===== config.mk =====
export PLATFORM = sky130hd
export DESIGN_NAME = step_scheduler
export DESIGN_NICKNAME = d
export VERILOG_FILES = /design/src/rtl/step_scheduler_pkg.sv /design/src/rtl/step_scheduler_frame_tick_gen.sv /design/src/rtl/step_scheduler.sv
export SDC_FILE = /design/constraint.sdc
export NUM_CORES = 1
export LEC_CHECK = 0
export ABC_CLOCK_PERIOD_IN_PS = 2200
export CAP_MARGIN = 10
export CORE_ASPECT_RATIO = 0.75
export CORE_UTILIZATION = 45
export CTS_CLUSTER_DIAMETER = 150
export CTS_CLUSTER_SIZE = 12
export DETAILED_ROUTE_END_ITERATION = 8
export PLACE_DENSITY_LB_ADDON = 0.1
export SKIP_CTS_REPAIR_TIMING = 1
export SLEW_MARGIN = 40
export SYNTH_ARGS = -nofsm -noshare
export SYNTH_HDL_FRONTEND = slang
export SYNTH_SLANG_ARGS = --single-unit

===== constraint.sdc =====
create_clock -name i_clk -period 2.2 [get_ports i_clk]
set_input_delay 0.22 -clock i_clk [delete_from_list [all_inputs] [get_ports i_clk]]
set_output_delay 0.22 -clock i_clk [all_outputs]
set_load 0.05 [all_outputs]

===== src/rtl/step_scheduler_pkg.sv =====
// Shared encodings for the step scheduler: joystick directions, FSM states
// and the default first vertical-blank line.
package step_scheduler_pkg;

    localparam logic [1:0] DIR_UP      = 2'b00;
    localparam logic [1:0] DIR_RIGHT   = 2'b01;
    localparam logic [1:0] DIR_DOWN    = 2'b10;
    localparam logic [1:0] DIR_LEFT    = 2'b11;
    localparam logic [1:0] DIR_REVERSE = 2'b10;

    localparam int unsigned V_ACTIVE_DEF = 480;

    typedef enum logic [1:0] {
        ST_IDLE      = 2'd0,
        ST_REQ       = 2'd1,
        ST_WAIT_DONE = 2'd2,
        ST_RELEASE   = 2'd3
    } state_t;

    // Opposite directions differ only in the upper encoding bit.
    function automatic logic is_reversal(input logic [1:0] cand, input logic [1:0] cur);
        return cand == (cur ^ DIR_REVERSE);
    endfunction

endpackage


===== src/rtl/step_scheduler_frame_tick_gen.sv =====
// Frame pacing: registered vblank, frame_tick on vblank entry, frame counter
// with a period that is re-sampled at each wrap, and the step_due strobe.
module frame_tick_gen
    import step_scheduler_pkg::*;
#(
    parameter int unsigned V_ACTIVE     = V_ACTIVE_DEF,
    parameter logic [7:0]  RESET_PERIOD = 8'd8
) (
    input  logic       i_clk,
    input  logic       i_reset,
    input  logic [9:0] i_frame_y,
    input  logic [7:0] i_period,
    output logic       o_vblank_fall,
    output logic       o_step_due
);

    logic       r_vblank;
    logic       r_vblank_d;
    logic [7:0] r_frame_cnt;
    logic [7:0] r_period;
    logic       w_frame_tick;
    logic       w_last;

    assign w_frame_tick  = r_vblank & ~r_vblank_d;
    assign o_vblank_fall = ~r_vblank & r_vblank_d;
    assign w_last        = (r_frame_cnt == (r_period - 8'd1));
    assign o_step_due    = w_frame_tick & w_last;

    // The period only changes at a wrap so a running count never overshoots it.
    always_ff @(posedge i_clk) begin
        if (i_reset) begin
            r_vblank    <= 1'b0;
            r_vblank_d  <= 1'b0;
            r_frame_cnt <= 8'd0;
            r_period    <= RESET_PERIOD;
        end else begin
            r_vblank   <= (i_frame_y >= 10'(V_ACTIVE));
            r_vblank_d <= r_vblank;
            if (w_frame_tick) begin
                if (w_last) begin
                    r_frame_cnt <= 8'd0;
                    r_period    <= i_period;
                end else begin
                    r_frame_cnt <= r_frame_cnt + 8'd1;
                end
            end
        end
    end

endmodule


===== src/rtl/step_scheduler.sv =====
// Issues game-logic steps at vblank start, arbitrates entity memory and
// latches the filtered joystick direction. Optional speed-up: SNAKE_SPEEDUP_EN.
module step_scheduler
    import step_scheduler_pkg::*;
#(
    parameter int unsigned FRAMES_PER_STEP = 8,
    parameter int unsigned MIN_FRAMES      = 2,
    parameter int unsigned V_ACTIVE        = V_ACTIVE_DEF,
    parameter int unsigned TIMEOUT_CYC     = 4096
) (
    input  logic       i_clk,
    input  logic       i_reset,
    input  logic [9:0] i_frame_y,
    input  logic [1:0] i_dir_in,
    input  logic       i_pause,
    input  logic       i_game_over,
    input  logic       i_speed_up,
    input  logic       i_step_done,
    output logic       o_step_req,
    output logic [1:0] o_step_dir,
    output logic       o_mem_sel,
    output logic       o_render_stall,
    output logic       o_step_abort,
    output logic       o_overrun,
    output state_t     o_state
);

    localparam int unsigned TMO_W       = $clog2(TIMEOUT_CYC + 1);
    localparam logic [TMO_W-1:0] TMO_LAST = TMO_W'(TIMEOUT_CYC - 1);
    localparam logic [7:0] PERIOD_INIT  = 8'(FRAMES_PER_STEP);
    localparam logic [7:0] PERIOD_MIN   = 8'(MIN_FRAMES);

    state_t             r_state;
    state_t             w_state_nxt;
    logic               r_mem_sel;
    logic               w_mem_sel_nxt;
    logic [TMO_W-1:0]   r_tmo;
    logic [1:0]         r_step_dir;
    logic [1:0]         r_pending_dir;
    logic               r_overrun;
    logic [7:0]         w_period;
    logic               w_step_due;
    logic               w_vblank_fall;
    logic               w_launch;
    logic               w_tmo_hit;

`ifdef SNAKE_SPEEDUP_EN
    logic [7:0] r_speed;

    always_ff @(posedge i_clk) begin
        if (i_reset) begin
            r_speed <= PERIOD_INIT;
        end else if (i_speed_up && (r_speed > PERIOD_MIN)) begin
            r_speed <= r_speed - 8'd1;
        end
    end

    assign w_period = r_speed;
`else
    logic w_unused_speed;

    assign w_unused_speed = i_speed_up ^ PERIOD_MIN[0];
    assign w_period       = PERIOD_INIT;
`endif

    frame_tick_gen #(
        .V_ACTIVE    (V_ACTIVE),
        .RESET_PERIOD(PERIOD_INIT)
    ) u_frame_tick_gen (
        .i_clk        (i_clk),
        .i_reset      (i_reset),
        .i_frame_y    (i_frame_y),
        .i_period     (w_period),
        .o_vblank_fall(w_vblank_fall),
        .o_step_due   (w_step_due)
    );

    assign w_launch  = w_step_due & ~i_pause & ~i_game_over;
    assign w_tmo_hit = (r_tmo == TMO_LAST);

    always_ff @(posedge i_clk) begin
        if (i_reset) begin
            r_state   <= ST_IDLE;
            r_mem_sel <= 1'b0;
        end else begin
            r_state   <= w_state_nxt;
            r_mem_sel <= w_mem_sel_nxt;
        end
    end

    always_comb begin
        w_state_nxt = r_state;
        case (r_state)
            ST_IDLE:      if (w_launch) w_state_nxt = ST_REQ;
            ST_REQ:       w_state_nxt = ST_WAIT_DONE;
            ST_WAIT_DONE: begin
                if (i_step_done)    w_state_nxt = ST_RELEASE;
                else if (w_tmo_hit) w_state_nxt = ST_IDLE;
            end
            ST_RELEASE:   w_state_nxt = ST_IDLE;
            default:      w_state_nxt = ST_IDLE;
        endcase
    end

    // mem_sel is registered: it follows the owner the FSM hands over at each edge,
    // so the engine keeps the memory through the RELEASE cycle's edge.
    always_comb begin
        o_step_req    = 1'b0;
        o_step_abort  = 1'b0;
        w_mem_sel_nxt = 1'b0;
        case (r_state)
            ST_IDLE:      w_mem_sel_nxt = w_launch;
            ST_REQ: begin
                o_step_req    = 1'b1;
                w_mem_sel_nxt = 1'b1;
            end
            ST_WAIT_DONE: begin
                o_step_abort  = w_tmo_hit & ~i_step_done;
                w_mem_sel_nxt = i_step_done | ~w_tmo_hit;
            end
            default:      w_mem_sel_nxt = 1'b0;
        endcase
    end

    always_ff @(posedge i_clk) begin
        if (i_reset) begin
            r_tmo         <= '0;
            r_step_dir    <= DIR_RIGHT;
            r_pending_dir <= DIR_RIGHT;
            r_overrun     <= 1'b0;
        end else begin
            if (!is_reversal(i_dir_in, r_step_dir)) begin
                r_pending_dir <= i_dir_in;
            end
            if ((r_state == ST_IDLE) && w_launch) begin
                r_step_dir <= r_pending_dir;
            end
            if (r_state == ST_REQ) begin
                r_tmo <= '0;
            end else if (r_state == ST_WAIT_DONE) begin
                r_tmo <= r_tmo + 1'b1;
            end
            if (o_step_abort || (w_step_due && (r_state != ST_IDLE)) ||
                ((r_state == ST_WAIT_DONE) && w_vblank_fall)) begin
                r_overrun <= 1'b1;
            end
        end
    end

    assign o_mem_sel      = r_mem_sel;
    assign o_render_stall = r_mem_sel & (i_frame_y < 10'(V_ACTIVE));
    assign o_step_dir     = r_step_dir;
    assign o_overrun      = r_overrun;
    assign o_state        = r_state;

endmodule

==> results.json <==
{
  "synth_top_cell_area_share": 0.414,
  "synth_fp_nets": 191,
  "place.port_buffers": 20,
  "stdcell_area_sq_um": 1870,
  "clock_sinks": 31,
  "overflow": 0,
  "power.density_nw_per_um2": 643,
  "arrival_ps": 1800,
  "ctsLongestPathBuffers": 2,
  "slowest_stage": "or4_1",
  "grt_max_degree": 18,
  "worst_slew_pin_slew_ps": 497,
  "setup_viol": 0,
  "start_kind": "flip-flop",
  "place_ws_ps": 332,
  "hold_class": "flip-flop to flip-flop",
  "synth_ff_type": "dfxtp_1",
  "synthTopCellsByArea": "dfxtp_1 (41%), xnor2_1 (7.0%), nor2_1 (5.0%), nor3_1 (4.3%), a21oi_1 (3.0%)",
  "critPathKind": "flip-flop to primary output",
  "cts_root_buffer": "clkbuf_8",
  "drive_gt1_frac": 0.117,
  "clk_pin_slew_ps": 70,
  "grt_pass1_wl_mm": 5.09,
  "period_needed_ps": 2020,
  "final_max_slew_viol_count": 0,
  "place_area_sq_um": 1750,
  "status": "finished, final reports clean",
  "fin_skew_ps": 11.6,
  "setup_tns_ps": 0,
  "cap_violations": 0,
  "vias": 1280,
  "synth_edf_count": 0,
  "ys_seq_area_frac": 0.414,
  "reg2reg_depth": 5,
  "die_y_um": 52.0,
  "design.portCount": 27,
  "setup_ws_ps": 181,
  "avgSynthCellArea_sq_um": 8.77,
  "crit_fanout": 5,
  "hold_viol_final": 0,
  "dr.first_iter.drc_count": 49,
  "start_util": 0.490,
  "nNetsFinal": 215,
  "crit_chain": "nand4_1 > or4_1 > nor3_4 > buf_12",
  "syn-cell-area_sq_um": 1500,
  "layout_commonest_cell": "dfxtp_1",
  "syn2layout_area_growth_pct": 24.8,
  "whs_path_depth": 2,
  "fmax_ghz": 0.495,
  "yosys_warnings": 0,
  "dpl.hpwl_mm": 2.20,
  "power_leakage_nw": 0.678,
  "rows": 17,
  "via_per_inst": 5.47,
  "cts_buffers": 5,
  "cts_tree": "done",
  "clock_latency_ps": 280,
  "die_area_sq_um": 3570,
  "drc": 0,
  "dr.pass1.iters": 4,
  "synth_seq_cells": 31,
  "fin_crit_sh": 0.918,
  "core_sq_um": 3060,
  "final_antenna_net_count": 0,
  "seq_area_sq_um": 621,
  "routedWlPerCell_um": 12.9,
  "max_slew_margin": 0.667,
  "cp_data_required_time_ps": 1980,
  "routed_wirelength_mm": 3.01,
  "grt_setup_unrepaired": "false",
  "end_kind": "primary output",
  "layout_common_cells": "dfxtp_1 (31), nor2_1 (20), clkdlybuf4s50_1 (17)",
  "gr-usage-all-layers": 0.197,
  "peakVddDrop_v": 0.000413,
  "synthArstFlopShare": 0,
  "synth_top_cell_by_area": "dfxtp_1",
  "synth_cell_types": 45,
  "die_w_um": 68.7,
  "multiInputGateArea_sq_um": 840,
  "diodes": 0,
  "gp_congestion": 0.789,
  "antenna_found_initial": 0,
  "h-tree-depth": 2,
  "syn_inst": 171,
  "grt_pass1_vias": 1169,
  "n_fill_cell": 258,
  "max_stage_delay_ps": 550
}
-- stage by stage --
stage               power [mW]  hold slack (ps)  std cells   util
floorplan                0.610              348        171      -
global placement         0.638              489        226  0.573
detailed placement       0.640              500        226  0.573
CTS                       1.22              510        234  0.611
global route              1.25              533        234  0.611
finish                    1.20              506        234  0.611
-- layer usage --
layer | track usage | routed length (um) | vias up
met4 | 0.0938 | 48 | 0
met5 | 0 | 0 | -
met1 | 0.267 | 1590 | 581
met2 | 0.286 | 1220 | 35
met3 | 0.0526 | 157 | 7
li1 | - | - | 657
-- final timing paths --
| check | slack (ps) | startpoint | endpoint |
|---|---|---|---|
| max | 180 | r_tmo[8] | o_step_abort |
| min | 510 | r_pending_dir[0] | o_step_dir[0] |
| max reg2reg | 460 | u_frame_tick_gen.r_frame_cnt[0] | o_overrun |
| min reg2reg | 510 | r_pending_dir[0] | o_step_dir[0] |
-- cells in the mapped netlist, types with 4 or more instances --
cell type,n
nand3_1,4
a21oi_1,9
nor3_1,13
nand4_1,6
nand2b_1,5
xnor2_1,12
xor2_1,5
nor2_1,20
clkbuf_1,4
dfxtp_1,31
nand2_1,11
nor2b_1,4
-- cells by family after synthesis --
kind of cell    count (synthesis)  synth area share
simple gates                   82             0.302
flops                          31             0.414
compound gates                 26             0.117
xor+xnor                       17            0.0992
buf+inv                        10            0.0308
mux                             3            0.0209
fa+ha+maj                       2            0.0167
-- worst max-delay path: cells and delay by family, from the launching register on --
family	cells	cell delay, ps
and+or+nand+nor	3	940
DFF	1	410
buffers and inverters	1	170
-- flip-flops by register name, indices dropped and copies added, names as in the netlist --
signal,cells
o_overrun,1
u_frame_tick_gen.r_vblank_d,1
o_step_dir,2
u_frame_tick_gen.r_vblank,1
r_pending_dir,2
r_tmo,13
u_frame_tick_gen.r_frame_cnt,8
o_state,2
o_mem_sel,1
-- report_power, final --
part	internal [mW]	total (mW)	switching [mW]
clock	0.366	0.577	0.211
combinational	0.0300	0.0537	0.0237
sequential	0.568	0.573	0.00526
total	0.964	1.20	0.240
-- layout make-up --
class                   instances  share of cell area
inverters                       3             0.00602
clock inverters                 2              0.0187
multi-input cells             130               0.449
repair buffers                 24               0.126
flip-flops and latches         31               0.332
clock buffers                   6              0.0441
well taps                      38              0.0254
(Power assumes the default switching activity.)
